## config.mk

```make
export PLATFORM = sky130hd
export DESIGN_NAME = inhibit_window_counter
export DESIGN_NICKNAME = d
export VERILOG_FILES = /design/src/rtl/inhibit_window_counter.sv
export SDC_FILE = /design/constraint.sdc
export NUM_CORES = 1
export LEC_CHECK = 0
export CAP_MARGIN = 15
export CORE_MARGIN = 1.5
export CORE_UTILIZATION = 47
export DETAILED_ROUTE_END_ITERATION = 6
export PLACE_DENSITY = 0.78
export SKIP_CTS_REPAIR_TIMING = 1
export SLEW_MARGIN = 20
export SYNTH_ARGS = -nofsm -noshare
export SYNTH_HDL_FRONTEND = slang
export SYNTH_SLANG_ARGS = --single-unit
```

## constraint.sdc

```tcl
create_clock -name clk -period 3.35 [get_ports clk]
set_input_delay 0.67 -clock clk [delete_from_list [all_inputs] [get_ports clk]]
set_output_delay 0.67 -clock clk [all_outputs]
set_load 0.03 [all_outputs]
```

## src/rtl/inhibit_window_counter.sv

```systemverilog
// Inhibit-gated hit counter: per-channel hit = y & ~x, registered onto s every
// cycle; a start in IDLE opens a WINDOW-sample measurement that accumulates the
// popcount of hits into a saturating count, then pulses done for one cycle.
module inhibit_window_counter #(
  parameter int unsigned WIDTH  = 4,
  parameter int unsigned CNT_W  = 8,
  parameter int unsigned WINDOW = 16
) (
  input  logic             clk,
  input  logic             rst_n,
  input  logic             start,
  input  logic [WIDTH-1:0] x,
  input  logic [WIDTH-1:0] y,
  output logic [WIDTH-1:0] s,
  output logic [CNT_W-1:0] count,
  output logic             busy,
  output logic             done,
  output logic             sat
);

  localparam int unsigned PcW   = $clog2(WIDTH + 1);
  localparam int unsigned SumW  = ((CNT_W > PcW) ? CNT_W : PcW) + 1;
  localparam int unsigned WinW  = $clog2(WINDOW + 1);
  localparam logic [SumW-1:0]  CntMax  = SumW'({CNT_W{1'b1}});
  localparam logic [WinW-1:0]  WinLast = WinW'(WINDOW - 1);

  typedef enum logic [1:0] {StIdle, StRun, StDone} state_e;

  state_e           state_q, state_d;
  logic [CNT_W-1:0] count_q, count_d;
  logic             sat_q, sat_d;
  logic [WinW-1:0]  win_q, win_d;
  logic [WIDTH-1:0] s_q;

  logic [WIDTH-1:0] hit;
  logic [PcW-1:0]   pop;
  logic [SumW-1:0]  sum;

  // Per-channel hits and their population count.
  always_comb begin
    hit = y & ~x;
    pop = '0;
    for (int i = 0; i < WIDTH; i++) begin
      pop = pop + PcW'(hit[i]);
    end
  end

  // Widened sum so the saturation compare cannot itself overflow.
  assign sum = SumW'(count_q) + SumW'(pop);

  // Next-state and datapath update for the measurement FSM.
  always_comb begin
    state_d = state_q;
    count_d = count_q;
    sat_d   = sat_q;
    win_d   = win_q;
    unique case (state_q)
      StIdle: begin
        if (start) begin
          state_d = StRun;
          count_d = '0;
          sat_d   = 1'b0;
          win_d   = '0;
        end
      end
      StRun: begin
        if (sum > CntMax) begin
          count_d = CntMax[CNT_W-1:0];
          sat_d   = 1'b1;
        end else begin
          count_d = sum[CNT_W-1:0];
        end
        win_d = win_q + 1'b1;
        if (win_q == WinLast) begin
          state_d = StDone;
        end
      end
      StDone: begin
        state_d = StIdle;
      end
      default: begin
        state_d = StIdle;
      end
    endcase
  end

  // State registers with synchronous active-low reset.
  always_ff @(posedge clk) begin
    if (!rst_n) begin
      state_q <= StIdle;
      count_q <= '0;
      sat_q   <= 1'b0;
      win_q   <= '0;
      s_q     <= '0;
    end else begin
      state_q <= state_d;
      count_q <= count_d;
      sat_q   <= sat_d;
      win_q   <= win_d;
      s_q     <= hit;
    end
  end

  assign s     = s_q;
  assign count = count_q;
  assign sat   = sat_q;
  assign busy  = (state_q == StRun);
  assign done  = (state_q == StDone);

endmodule
```

==> flow_summary_export.csv <==
group,metric,value,unit
route,ant_nets,0,
critical_path,cp_top_family,"adder cells",
pwr,switching_share,0.261,
clock_tree,clock_latency,0.28,ns
critical_path,cpMaxStageDelayCell,"fa_1",
pwr,power_frac_comb,0.168,
final_layout,seq_area,400,µm²
final_layout,nets,153,
global_routing,grt_pass1_wl,3460,µm
route,first_pass_iters,4,
synthesis,yosysTopAreaCellShare,0.408,
global_routing,antenna_found_initial,0,
global_routing,grt_max_degree,11,
critical_path,cp.required,3.54,ns
floorplanning,coreArea,1960,µm²
critical_path,worstReg2RegEnd,"count[6]$_SDFFE_PN0P_",
critical_path,crit_fanout,6,
pwr,ir_worst_vdd,0.258,mV
placed_design,place_hpwl,1590,µm
timing,fin_skew,0.00461,ns
floorplanning,fp.dieH,48.7,µm
final_layout,stdcell_count,161,
timing,min_period,2.99,ns
critical_path,path_common_cell,"fa_1",
final_layout,fillers,174,
floorplanning,die_width,48.7,µm
synthesis,synth_warnings,0,
synthesis,avgSynthCellArea,9.27,µm²
synthesis,synthCells,106,
synthesis,syn_area,982,µm²
global_routing,grt_pass1_vias,769,
placed_design,port_buffers,25,
status,outcome,"finished, final reports clean",
synthesis,synth-compound-area-share,0.220,
clock_tree,clk_path_buf_depth,2,
timing,worstMarginPinSlew,0.339,ns
critical_path,reg2reg_from,"count[0]$_SDFFE_PN0P_",
critical_path,cp_cell_sequence,"clkdlybuf4s50_1 > nor2b_1 > fa_1 > inv_1 > fa_1 > inv_1 > fa_1 > nand4_2 > or3_1 > a21oi_1 > nor2_1",
timing,drv_slew,0,
critical_path,r2r_slack,0.90,ns
critical_path,path_buf_inv,3,
clock_tree,cts.reportedPaths.clkPinSlew,0.11,ns
critical_path,critPathKind,"primary input to register",
critical_path,worstPathArrival,3.18,ns
synthesis,synth_edf_count,0,
synthesis,yosys.area_share.simple,0.223,
route,vias,862,
critical_path,r2r_cells,9,
clock_tree,cts_root_buf,"clkbuf_4",
final_layout,diodes,0,
pwr,cellPowerDensity,336,nW/µm²
synthesis,async_reset_ff_frac,0,
timing,hold_viol_final,0,
synthesis,yosys_most_used_dff,"dfxtp_1",
timing,grt_setup_unrepaired,"false",
timing,fin_crit_sh,0.893,
clock_tree,h-tree-depth,1,
critical_path,endpoint_kind,"register",
timing,finalSetupViolCount,0,
synthesis,synth_top_family_by_area,"simple AND/OR/NAND/NOR gates",
synthesis,synth_area_leaders,"dfxtp_1 41%, fa_1 6.1%, a21oi_1 4.6%",
synthesis,synth.distinct_cells,35,
route,wire_per_inst,12.9,µm
timing,timing.fmax,334,MHz
synthesis,synthAdderAreaFrac,0.0994,
final_layout,synthToLayoutAreaGrowth,30.8,%
synthesis,synth_nets,123,
final_layout,multiInputGateArea,544,µm²
critical_path,slowest_delay,0.50,ns
route,drt_iter0_drc,16,
global_routing,gr-total-overflow,0,
critical_path,critical_path.startpoint,"y[0]",
synthesis,yosys.area_share.xor_xnor,0,
pwr,p_sw,0.000113,W
pwr,power_leakage,0.531,nW
timing,setup_tns,0,ns
final_layout,final_layout_size_suffix_gt1_frac,0.0821,
floorplanning,start_util,0.501,
clock_tree,cts_tree,"built",
placed_design,dp_cells,158,
synthesis,seq_area_frac_synth,0.408,
timing,relSlewSlack,0.774,
critical_path,path_depth,11,
floorplanning,ios,26,
synthesis,yosysTopAreaCell,"dfxtp_1",
synthesis,synth.area.mux_share,0.0115,
route,wl,2070,µm
route,drcViolationCount,0,
pwr,p_clk_frac,0.252,
placed_design,place_congestion,0.887,
pwr,power.internal,0.000319,W
global_routing,grt_usage,0.183,
route,routed_via_density,5.35,
floorplanning,rows,16,
floorplanning,dieArea,2370,µm²
critical_path,start_kind,"primary input",
clock_tree,cts_inserted_buffers,3,
clock_tree,cts.sinks,20,
critical_path,endpoint,"count[6]$_SDFFE_PN0P_",
min_path,hold_path_class,"register to register",
job,maxCapViolCount,0,
synthesis,ys_ff_latch,20,
pwr,p_seq_frac,0.580,
worst min-delay path by stage:
stage                     cells after the start                    end  slack, ns                   from
after detailed placement                      2  win_q[4]$_SDFFE_PN0P_       0.47  win_q[4]$_SDFFE_PN0P_
final                                         2       sat$_SDFFE_PN0P_       0.48       sat$_SDFFE_PN0P_
after global placement                        2  win_q[4]$_SDFFE_PN0P_       0.46  win_q[4]$_SDFFE_PN0P_
after floorplan                               2  win_q[4]$_SDFFE_PN0P_       0.44  win_q[4]$_SDFFE_PN0P_
after CTS                                     2  win_q[4]$_SDFFE_PN0P_       0.48  win_q[4]$_SDFFE_PN0P_
after global routing                          2       sat$_SDFFE_PN0P_       0.52       sat$_SDFFE_PN0P_
metal layers:
metal / up-vias / routed length, µm / global-route usage
met3: 2 / 120 / 0.0340
met2: 33 / 932 / 0.292
li1: 430 / - / -
met5: - / 0 / 0
met4: 0 / 14 / 0.0429
met1: 397 / 1000 / 0.258
cells in the mapped netlist, types with 2 or more instances:
| cell | instances |
|---|---|
| fa_1 | 3 |
| ha_1 | 3 |
| and3_1 | 3 |
| inv_1 | 7 |
| nand3b_1 | 2 |
| nor2b_1 | 4 |
| nor3_1 | 2 |
| a31oi_1 | 2 |
| and2_1 | 3 |
| nand2b_1 | 3 |
| a21oi_1 | 9 |
| o21ai_0 | 9 |
| dfxtp_1 | 20 |
| nor2_1 | 10 |
| nand2_1 | 6 |
worst min-delay path: stages, from the launching register on:
cell,delay [ns]
dfxtp_1,0.32
o21ai_0,0.06
a21oi_1,0.06
power groups by stage:
stage | clock network, W | registers [W] | logic (W)
CTS | 0.000110 | 0.000250 | 0.0000730
global placement | 0 | 0.000256 | 0.0000712
global route | 0.000124 | 0.000251 | 0.0000804
finish | 0.000109 | 0.000251 | 0.0000725
floorplan | 0 | 0.000263 | 0.0000347
detailed placement | 0 | 0.000256 | 0.0000726
flip-flops by register name, summed over array words and instances (netlist names):
signal and count:
count 8, s 4, sat 1, state_q 2, win_q 5
cells in the final DEF (no fill, tap or decap), drive strengths merged, types with 3 or more instances in the layout:
cell type and count:
nor2 11, and3 3, nand2b 4, dfxtp 20, clkbuf 3, a21oi 9
nand2 6, clkdlybuf4s50 25, ha 3, and2 3, inv 7, fa 3
o21ai 9, nor2b 4
cell families after synthesis:
kind of cell | count (synthesis)
multiplexers | 1
buffers and inverters | 8
adder cells (fa/ha/maj) | 6
flip-flops | 20
AND/OR/NAND/NOR | 39
AO/OA/AOI/OAI | 32
through the flow:
step | cell area [µm²] | total power (W) | hold slack [ns] | setup WS [ns] | util
4_1_cts | 1280 | 0.000434 | 0.481 | 0.348 | 0.655
5_1_grt | 1280 | 0.000456 | 0.515 | 0.194 | 0.655
3_3_place_gp | 1260 | 0.000327 | 0.455 | 0.0783 | 0.643
3_5_place_dp | 1260 | 0.000328 | 0.466 | 0.0386 | 0.643
6_report | 1280 | 0.000432 | 0.480 | 0.358 | 0.655
2_1_floorplan | 982 | 0.000298 | 0.441 | 0.516 | -
cell type report:
type | count | area share
tap | 27 | 0.0263
timing repair buffer | 26 | 0.201
inverter | 7 | 0.0204
sequential | 20 | 0.312
multi-input combinational | 78 | 0.424
clock buffer | 3 | 0.0175
(Power assumes the default switching activity.)
==> patch, RTL diff (same settings) <==
`WINDOW`: 16 -> 32.
--- a/src/rtl/inhibit_window_counter.sv
+++ b/src/rtl/inhibit_window_counter.sv
@@ -5,5 +5,5 @@
   parameter int unsigned WIDTH  = 4,
   parameter int unsigned CNT_W  = 8,
-  parameter int unsigned WINDOW = 16
+  parameter int unsigned WINDOW = 32
 ) (
   input  logic             clk,
Formal check against the unedited RTL: same outputs for any inputs over 10 cycles, from zero or initial values and one cycle with rst_n low; that may be too few to reach the edited logic, so the function may still have changed.
==> patch against the original RTL <==
  * Worst setup slack worse by 0.084 ns
  * Final area is 4.6% higher
  * Synthesized cell count is 10% higher
  * Power is 7.3% higher
  * Sequential cell count is 1 higher
  * Synthesized area is 9.0% higher
  * Register-to-register slack worse by 0.06 ns
  * Routed wire length is 14% higher
  * Critical path type unchanged
  * Critical endpoint is now count[2]
  * Largest power group unchanged
  * Highest routed layer unchanged
==> patch: results (changes against the original RTL) <==
[outcome]
outcome = finished, final reports clean

[synth]
yosysUniqueCellTypes = 42  ; +20%
synth_area_leaders = dfxtp_1, fa_1, nor2_1
ys_top_cells_by_count = dfxtp_1, nor2_1, a21oi_1
synth_nets = 133  ; +8.1%
ys_seq_area_share_pct = 39.3  ; -1.5 points

[placed_design]
gp_congestion = 0.826  ; -6.9%
placed_area_sq_um = 1320  ; +4.4%

[power]
vdd_ir_drop_max_mv = 0.165  ; -36%
finalPower_mw = 0.464  ; +7.3%
leakage_nw = 0.518  ; -2.4%

[worst_setup_path]
slowest_stage = clkdlybuf4s50_1
cp_max_fo = 7  ; +1
critPathArrivalTime_ns = 3.25  ; +0.07 ns
r2r_setup_slack_ns = 0.84  ; -0.06 ns

[clock_tree]
insertion_delay_ns = 0.30  ; +0.02 ns

[detailed_routing]
wl_met3_microns = 75  ; -38%
via_per_inst = 5.54  ; +3.4%
drtIter0Drc = 15  ; -1
wl_met1_microns = 1160  ; +16%
routed-wl-met2_microns = 1120  ; +20%
totalWireLength_microns = 2370  ; +14%

[grt]
met3_usage_pct = 4.17  ; +0.77 points
globalRouteMet1Util_pct = 27.1  ; +1.3 points
grtUsageMet2_pct = 32.9  ; +3.7 points
track_usage_pct = 20.3  ; +2.0 points
grt_max_degree = 16  ; +5

[timing]
finalCriticalPeriod_ns = 3.08  ; +0.0843 ns
skew_ns = 0.00424  ; -0.000364 ns

[cells_and_area]
nFillCells = 193  ; +11%
stdcell_count = 168  ; +4.3%
finalNetCount = 157  ; +2.6%

==> patch: worst register-to-register path, delay by kind of cell, from the launching register on <==
kind	cells	cell delay, ns
fa+ha+maj	3	1.10
compound gates	2	0.36
simple gates	2	0.50
flops	1	0.36
buf+inv	2	0.13
==> patch: cell type report <==
type                       instances  area (sq um)  share of cell area (%)
inverter                           4          16.3                    1.21
timing repair buffer              26           258                    19.2
clock buffer                       4          26.3                    1.96
sequential                        21           420                    31.3
multi-input combinational         85           588                    43.8
tap                               28          35.0                    2.61
==> patch: final timing paths <==
path / start / to
max reg2reg: count[0] / count[0]
min reg2reg: sat / sat
max: y[0] / count[2]
min: sat / sat
==> patch: logic make-up after synthesis <==
family                   share of synthesized area (%)
flip-flops                                        39.3
AND/OR/NAND/NOR                                   22.9
multiplexers                                     0.935
buffers and inverters                             5.84
adder cells (fa/ha/maj)                           7.94
AO/OA/AOI/OAI                                     23.1
